<file path="config.mk">
export PLATFORM = sky130hd
export DESIGN_NAME = param_coeff_loader
export DESIGN_NICKNAME = d
export VERILOG_FILES = /design/src/rtl/param_coeff_loader.sv
export SDC_FILE = /design/constraint.sdc
export NUM_CORES = 1
export LEC_CHECK = 0
export ABC_AREA = 0
export CAP_MARGIN = 20
export CORE_MARGIN = 4
export CORE_UTILIZATION = 27
export DETAILED_ROUTE_END_ITERATION = 8
export PLACE_DENSITY = 0.6
export RECOVER_POWER = 100
export SLEW_MARGIN = 15
export SYNTH_ARGS = -nofsm -noshare
export SYNTH_HDL_FRONTEND = slang
export SYNTH_SLANG_ARGS = --single-unit
</file>
<file path="constraint.sdc">
create_clock -name clk -period 2.5 [get_ports clk]
set_input_delay 0.375 -clock clk [delete_from_list [all_inputs] [get_ports clk]]
set_output_delay 0.375 -clock clk [all_outputs]
set_load 0.02 [all_outputs]
</file>
<file path="src/rtl/param_coeff_loader.sv">
// ============================================================================
// Module      : param_coeff_loader
// Description : Walks NUM_COEFFS coefficients from an external store into the
//               FIR datapath using a load_coeff/modwait handshake. Optional
//               handshake timeout is enabled by COEFF_LOADER_TIMEOUT_EN.
// Revision    : 1.0 - initial parametrised release
// ============================================================================
`default_nettype none

module param_coeff_loader #(
    parameter int NUM_COEFFS     = 4,
    parameter int COEFF_W        = 16,
    parameter int IDX_W          = $clog2(NUM_COEFFS),
    parameter int TIMEOUT_CYCLES = 255
) (
    input  logic               clk,
    input  logic               reset,
    input  logic               new_coefficient_set,
    input  logic               modwait,
    input  logic [COEFF_W-1:0] coeff_rdata,
    output logic [IDX_W-1:0]   coeff_addr,
    output logic               load_coeff,
    output logic [IDX_W-1:0]   coefficient_num,
    output logic [COEFF_W-1:0] coeff_data,
    output logic               busy,
    output logic               done,
    output logic               err
);

    localparam logic [2:0] c_IDLE    = 3'd0;
    localparam logic [2:0] c_FETCH   = 3'd1;
    localparam logic [2:0] c_ISSUE   = 3'd2;
    localparam logic [2:0] c_WAIT_LO = 3'd3;
    localparam logic [2:0] c_DONE    = 3'd4;

    localparam logic [IDX_W-1:0] c_LAST_IDX = IDX_W'(NUM_COEFFS - 1);

    if (NUM_COEFFS < 2) begin : g_chk_num_coeffs
        $error("param_coeff_loader: NUM_COEFFS must be at least 2");
    end

    if (TIMEOUT_CYCLES < 1) begin : g_chk_timeout
        $error("param_coeff_loader: TIMEOUT_CYCLES must be at least 1");
    end

    logic [2:0]         r_state;
    logic [2:0]         w_state_nxt;
    logic [IDX_W-1:0]   r_index;
    logic               r_pending;
    logic [IDX_W-1:0]   r_coeff_num;
    logic [COEFF_W-1:0] r_coeff_data;
    logic               w_timeout;
    logic               w_start;
    logic               w_abort;

    always_comb begin
        w_state_nxt = r_state;
        case (r_state)
            c_IDLE: begin
                if (new_coefficient_set) begin
                    w_state_nxt = c_FETCH;
                end
            end
            c_FETCH: begin
                w_state_nxt = c_ISSUE;
            end
            c_ISSUE: begin
                if (modwait) begin
                    w_state_nxt = c_WAIT_LO;
                end else if (w_timeout) begin
                    w_state_nxt = c_IDLE;
                end
            end
            c_WAIT_LO: begin
                if (!modwait) begin
                    w_state_nxt = (r_index == c_LAST_IDX) ? c_DONE : c_FETCH;
                end else if (w_timeout) begin
                    w_state_nxt = c_IDLE;
                end
            end
            c_DONE: begin
                // A request seen in the DONE cycle itself also restarts, so
                // it is never lost between pending capture and IDLE.
                w_state_nxt = (r_pending || new_coefficient_set) ? c_FETCH : c_IDLE;
            end
            default: begin
                w_state_nxt = c_IDLE;
            end
        endcase
    end

    assign w_start = ((r_state == c_IDLE) || (r_state == c_DONE)) &&
                     (w_state_nxt == c_FETCH);
    assign w_abort = w_timeout && (w_state_nxt == c_IDLE);

    always_ff @(posedge clk) begin
        if (reset) begin
            r_state      <= c_IDLE;
            r_index      <= '0;
            r_pending    <= 1'b0;
            r_coeff_num  <= '0;
            r_coeff_data <= '0;
        end else begin
            r_state <= w_state_nxt;

            if (w_start || w_abort) begin
                r_pending <= 1'b0;
            end else if (new_coefficient_set && (r_state != c_IDLE)) begin
                r_pending <= 1'b1;
            end

            if (w_start) begin
                r_index <= '0;
            end else if ((r_state == c_WAIT_LO) && !modwait && (r_index != c_LAST_IDX)) begin
                r_index <= r_index + IDX_W'(1);
            end

            if (r_state == c_FETCH) begin
                r_coeff_data <= coeff_rdata;
                r_coeff_num  <= r_index;
            end
        end
    end

`ifdef COEFF_LOADER_TIMEOUT_EN
    localparam int c_TMO_W = $clog2(TIMEOUT_CYCLES + 1);
    localparam logic [c_TMO_W-1:0] c_TMO_LAST = c_TMO_W'(TIMEOUT_CYCLES - 1);

    logic [c_TMO_W-1:0] r_tmo_cnt;
    logic               r_err;

    // Counter restarts on every state change, so it measures dwell time in
    // the current handshake phase only.
    always_ff @(posedge clk) begin
        if (reset || (r_state != w_state_nxt)) begin
            r_tmo_cnt <= '0;
        end else if ((r_state == c_ISSUE) || (r_state == c_WAIT_LO)) begin
            r_tmo_cnt <= r_tmo_cnt + c_TMO_W'(1);
        end
    end

    assign w_timeout = ((r_state == c_ISSUE) || (r_state == c_WAIT_LO)) &&
                       (r_tmo_cnt == c_TMO_LAST);

    always_ff @(posedge clk) begin
        if (reset) begin
            r_err <= 1'b0;
        end else if ((r_state == c_IDLE) && new_coefficient_set) begin
            r_err <= 1'b0;
        end else if (w_abort) begin
            r_err <= 1'b1;
        end
    end

    assign err = r_err;
`else
    assign w_timeout = 1'b0;
    assign err       = 1'b0;
`endif

    assign coeff_addr      = r_index;
    assign coefficient_num = r_coeff_num;
    assign coeff_data      = r_coeff_data;
    assign load_coeff      = (r_state == c_ISSUE);
    assign busy            = (r_state != c_IDLE);
    assign done            = (r_state == c_DONE);

endmodule

`default_nettype wire
</file>
# Word level (Yosys, flattened, before mapping)

Index checks and enable logic that the tools add are counted.

Register bits: 24
Input port bits: 20
Output and inout bits: 24

Add/subtract/negate cells: 1
Equal/unequal tests: 7
Muxes and demuxes: 6
Reduce and logical (&&, ||, !) cells: 10

Operators by type and width:

| kind                                                                   | count |
|---|---|
| 3-bit one-hot mux with 5 select lines                                  | 1 |
| 3-bit 2-to-1 mux                                                       | 4 |
| 3-bit by 1-bit equality test with 1-bit output (second input constant) | 2 |
| 3-bit by 2-bit equality test with 1-bit output (second input constant) | 2 |
| 1-bit logical AND                                                      | 4 |
| 3-bit equality test (second input constant)                            | 1 |
| 3-bit logical NOT                                                      | 1 |
| 3-bit nonzero test                                                     | 1 |
| 2-bit by 1-bit adder with 2-bit output (second input constant)         | 1 |
| 2-bit equality test (second input constant)                            | 1 |
| 1-bit logical OR                                                       | 2 |
| 2-bit != test (second input constant)                                  | 1 |
| 2-bit OR reduction                                                     | 1 |
| 1-bit logical NOT                                                      | 1 |
| 1-bit 2-to-1 mux                                                       | 1 |

# Longest topological paths before layout

Word-level depth: 7
Mapped depth: 5
Mapped depth without buffers: 4

# Worst setup path after synthesis

OpenSTA, ideal clock, no wires.

Path type: register to register
Start point: reg r_state[0]
End point: reg r_coeff_data[0], in the netlist coeff_data[0]
Library setup time: 0.132 ns
Arrival time: 1.111 ns
Required time: 2.368 ns
Path slack: 1.257 ns
Stages on the path, launching flop included: 6
Path buffers: 2
Clock period less this slack: 1.243 ns
Cells stage by stage: dfxtp_1 or3b_1 buf_6 buf_8 nand2_1 a21oi_1

Longest elaborated chain between the ends: 1

Ends and longest elaborated chain:

| element                                        | RTL line | text |
|---|---|---|
| start: declaration                             | 46       | `logic [2:0] r_state;` |
| start signal: assignment                       | 98       | `r_state <= c_IDLE;` |
| start signal: assignment                       | 104      | `r_state <= w_state_nxt;` |
| 3-bit by 1-bit equality test with 1-bit output | 118      | `if (r_state == c_FETCH) begin` |
| end signal: assignment                         | 119      | `r_coeff_data <= coeff_rdata;` |
| end: declaration                               | 51       | `logic [COEFF_W-1:0] r_coeff_data;` |

No other way between the ends.
A chain may end at the register's enable or synchronous reset.

# Final worst setup path

Start point: reg r_state[1]
End point: out load_coeff

Longest elaborated chain between the ends: 1

Ends and longest elaborated chain:

| element                                        | RTL line | text |
|---|---|---|
| 3-bit by 2-bit equality test with 1-bit output | 164      | `assign load_coeff = (r_state == c_ISSUE);` |
| end: declaration                               | 22       | `output logic load_coeff,` |

No other way between the ends.

==> results.json <==
{
  "cp_max_fo": 7,
  "power_frac_seq": 0.568,
  "path_buf_inv": 1,
  "grt_max_degree": 19,
  "grt_pass1_wl_um": 3910,
  "synthMuxAreaShare": 0,
  "start_kind": "flop",
  "status": "complete, no violations",
  "cts_max_level": 1,
  "clockPowerShare": 0.222,
  "root_buffer": "clkbuf_4",
  "dp_hpwl_um": 1670,
  "netlist_area_um2": 947,
  "syn2layout_area_growth_pct": 47.4,
  "synth_top_family_by_area": "simple AND/OR/NAND/NOR gates",
  "holdBufCountCts": 0,
  "crit_type": "reg -> out",
  "cp.arrival_ns": 1.76,
  "cts_tree": "yes",
  "initial_core_util": 0.282,
  "layout_commonest_cell": "nand2_1",
  "core_um2": 3360,
  "r2r_slack_ns": 0.79,
  "grt_pass1_vias": 837,
  "combPwrFrac": 0.210,
  "slew_headroom": 0.280,
  "synth-compound-area-share": 0.148,
  "ir_worst_vdd_uv": 211,
  "clk_pin_slew_worst_paths_ns": 0.13,
  "cp_top_family": "buffers and inverters",
  "r2r_cells": 3,
  "rsz0062_at_grt": "false",
  "power.density_nw_per_um2": 523,
  "pin_count": 44,
  "nNetsFinal": 174,
  "yosys.area_share.simple": 0.272,
  "synth_fp_nets": 132,
  "antenna_found_initial": 0,
  "diodes": 0,
  "finalMaxSlewViolations": 0,
  "leakagePower_nw": 0.572,
  "register_area_um2": 480,
  "ys_warn_count": 0,
  "num_vias": 849,
  "cts_buffers": 3,
  "layout_common_cells": "nand2_1 (36), dlygate4sd3_1 (25), dfxtp_1 (24)",
  "slowest_delay_ns": 0.67,
  "hold_class": "reg -> reg",
  "setup_tns_ns": 0,
  "firstDrtPassIters": 4,
  "min_period_over_period": 0.854,
  "whs_path_depth": 2,
  "drtIter0Drc": 25,
  "p_sw_mw": 0.198,
  "r2r-end": "coeff_data[7]",
  "clkSinkCount": 24,
  "viasPerCell": 4.31,
  "rows": 21,
  "synthCells": 111,
  "min_to": "coeff_data[13]",
  "fin_skew_ns": 0.0105,
  "grt-ovfl-total": 0,
  "synth_cell_type_count": 24,
  "numPortBuffers": 42,
  "drc": 0,
  "wirelength_um": 2320,
  "avgSynthCellArea_um2": 8.53,
  "holdWs_ns": 0.459,
  "n_fill_cell": 356,
  "critPathRequiredTime_ns": 2.12,
  "die_y_um": 67.2,
  "min_from": "coeff_data[13]",
  "clkLatencyLatePin_ns": 0.30,
  "fmax_mhz": 469,
  "dp_cells": 194,
  "ant_nets": 0,
  "synth_seq_cells": 24,
  "clock_path_buffers": 2,
  "p_total_mw": 0.731,
  "cap_violations": 0,
  "die_area_um2": 4520,
  "setup_viol": 0,
  "cp_slowest_cell": "dlygate4sd3_1",
  "swShare": 0.271,
  "synthAdderAreaFrac": 0.0132,
  "drive_above_1_share": 0.0397,
  "synth_xor_area_frac": 0,
  "die_w_um": 67.2,
  "yosysSeqAreaShare": 0.507,
  "end_kind": "output pin",
  "layout_min_cycle_time_ns": 2.13,
  "path_cells": "nor2b_1 -> and2b_1 -> dlygate4sd3_1",
  "cts_resized": 0,
  "postCtsSetupRepairBufs": 0,
  "grtUsageTotal": 0.114,
  "multiInputGateArea_um2": 408,
  "gp_congestion": 0.699,
  "intPower_mw": 0.532,
  "worst_slew_pin_slew_ns": 1.08,
  "final_cells": 197,
  "post-route-util": 0.415,
  "wl_per_cell_um": 11.8,
  "final_hold_viol_count": 0,
  "r2r_start": "r_state[0]"
}
-- worst max-delay path by stage --
stage / startpoint / endpoint / slack (ns) / cells after the start
2_1_floorplan: r_state[0] / coeff_data[0] / 1.26 / 5
3_5_place_dp: r_state[1] / load_coeff / 0.75 / 3
3_3_place_gp: r_state[1] / load_coeff / 0.80 / 3
6_report: r_state[1] / load_coeff / 0.37 / 3
4_1_cts: r_state[1] / load_coeff / 0.36 / 3
5_1_grt: r_state[1] / load_coeff / 0.24 / 3
-- cells in the mapped netlist --
cell type | n | share of area
nor2_1 | 2 | 0.0079
buf_8 | 1 | 0.016
nor2b_1 | 2 | 0.013
nor3b_1 | 1 | 0.0079
buf_4 | 1 | 0.0079
o21ai_0 | 2 | 0.011
nand4bb_1 | 1 | 0.012
ha_1 | 1 | 0.013
nor3b_4 | 1 | 0.020
or3b_1 | 2 | 0.018
o21ai_1 | 1 | 0.0053
a21oi_1 | 22 | 0.12
and2_1 | 1 | 0.0066
a21o_1 | 2 | 0.016
or3_1 | 2 | 0.013
dfxtp_1 | 24 | 0.51
and3b_1 | 1 | 0.0092
and2b_1 | 1 | 0.0079
buf_6 | 2 | 0.024
nand2_2 | 1 | 0.0066
conb_1 | 1 | 0.0040
clkbuf_1 | 2 | 0.0079
nand2_1 | 36 | 0.14
nor4_1 | 1 | 0.0066
-- layer usage --
layer  wire (µm)  share of wire  vias to the layer above  global-route usage
met3         171          0.074                        2              0.0416
met2        1130           0.49                       21               0.177
met4          16         0.0069                        0              0.0456
li1            -              -                      448                   -
met5           0              0                        -                   0
met1        1000           0.43                      378               0.142
-- worst register-to-register path, delay by kind of cell, from the launching register on --
kind | cells | cell delay (ns)
flip-flops | 1 | 0.45
AO/OA/AOI/OAI | 1 | 0.15
AND/OR/NAND/NOR | 2 | 1.04
-- cell type report --
type / instances / share of cell area
flip-flops and latches: 24 / 0.344
repair buffers: 43 / 0.306
multi-input cells: 81 / 0.292
well taps: 46 / 0.0412
clock buffers: 3 / 0.0161
-- power groups by stage --
stage	combinational, mW	sequential [mW]	clock, mW
finish	0.153	0.415	0.162
global route	0.170	0.420	0.187
CTS	0.166	0.417	0.176
detailed placement	0.165	0.425	0
global placement	0.163	0.424	0
floorplan	0.0730	0.444	0
-- metrics by stage --
stage	setup slack [ns]	instance area (µm²)
2_1_floorplan	1.26	947
3_3_place_gp	0.795	1380
3_5_place_dp	0.753	1380
4_1_cts	0.363	1400
5_1_grt	0.239	1400
6_report	0.366	1400
-- registers in the layout (all words and copies together), names as in the netlist --
register / count
coeff_addr: 2
coeff_data: 16
coefficient_num: 2
r_pending: 1
r_state: 3
-- logic make-up (layout without fill, tap and decap cells) --
logic type / after synthesis / count (layout)
and+or+nand+nor: 52 / 52
DFF: 24 / 24
adders and majority gates: 1 / 1
AOI/OAI and AO/OA: 27 / 27
buffers and inverters: 6 / 46
other: 1 / 1
Power figures use the tool's default switching activity.
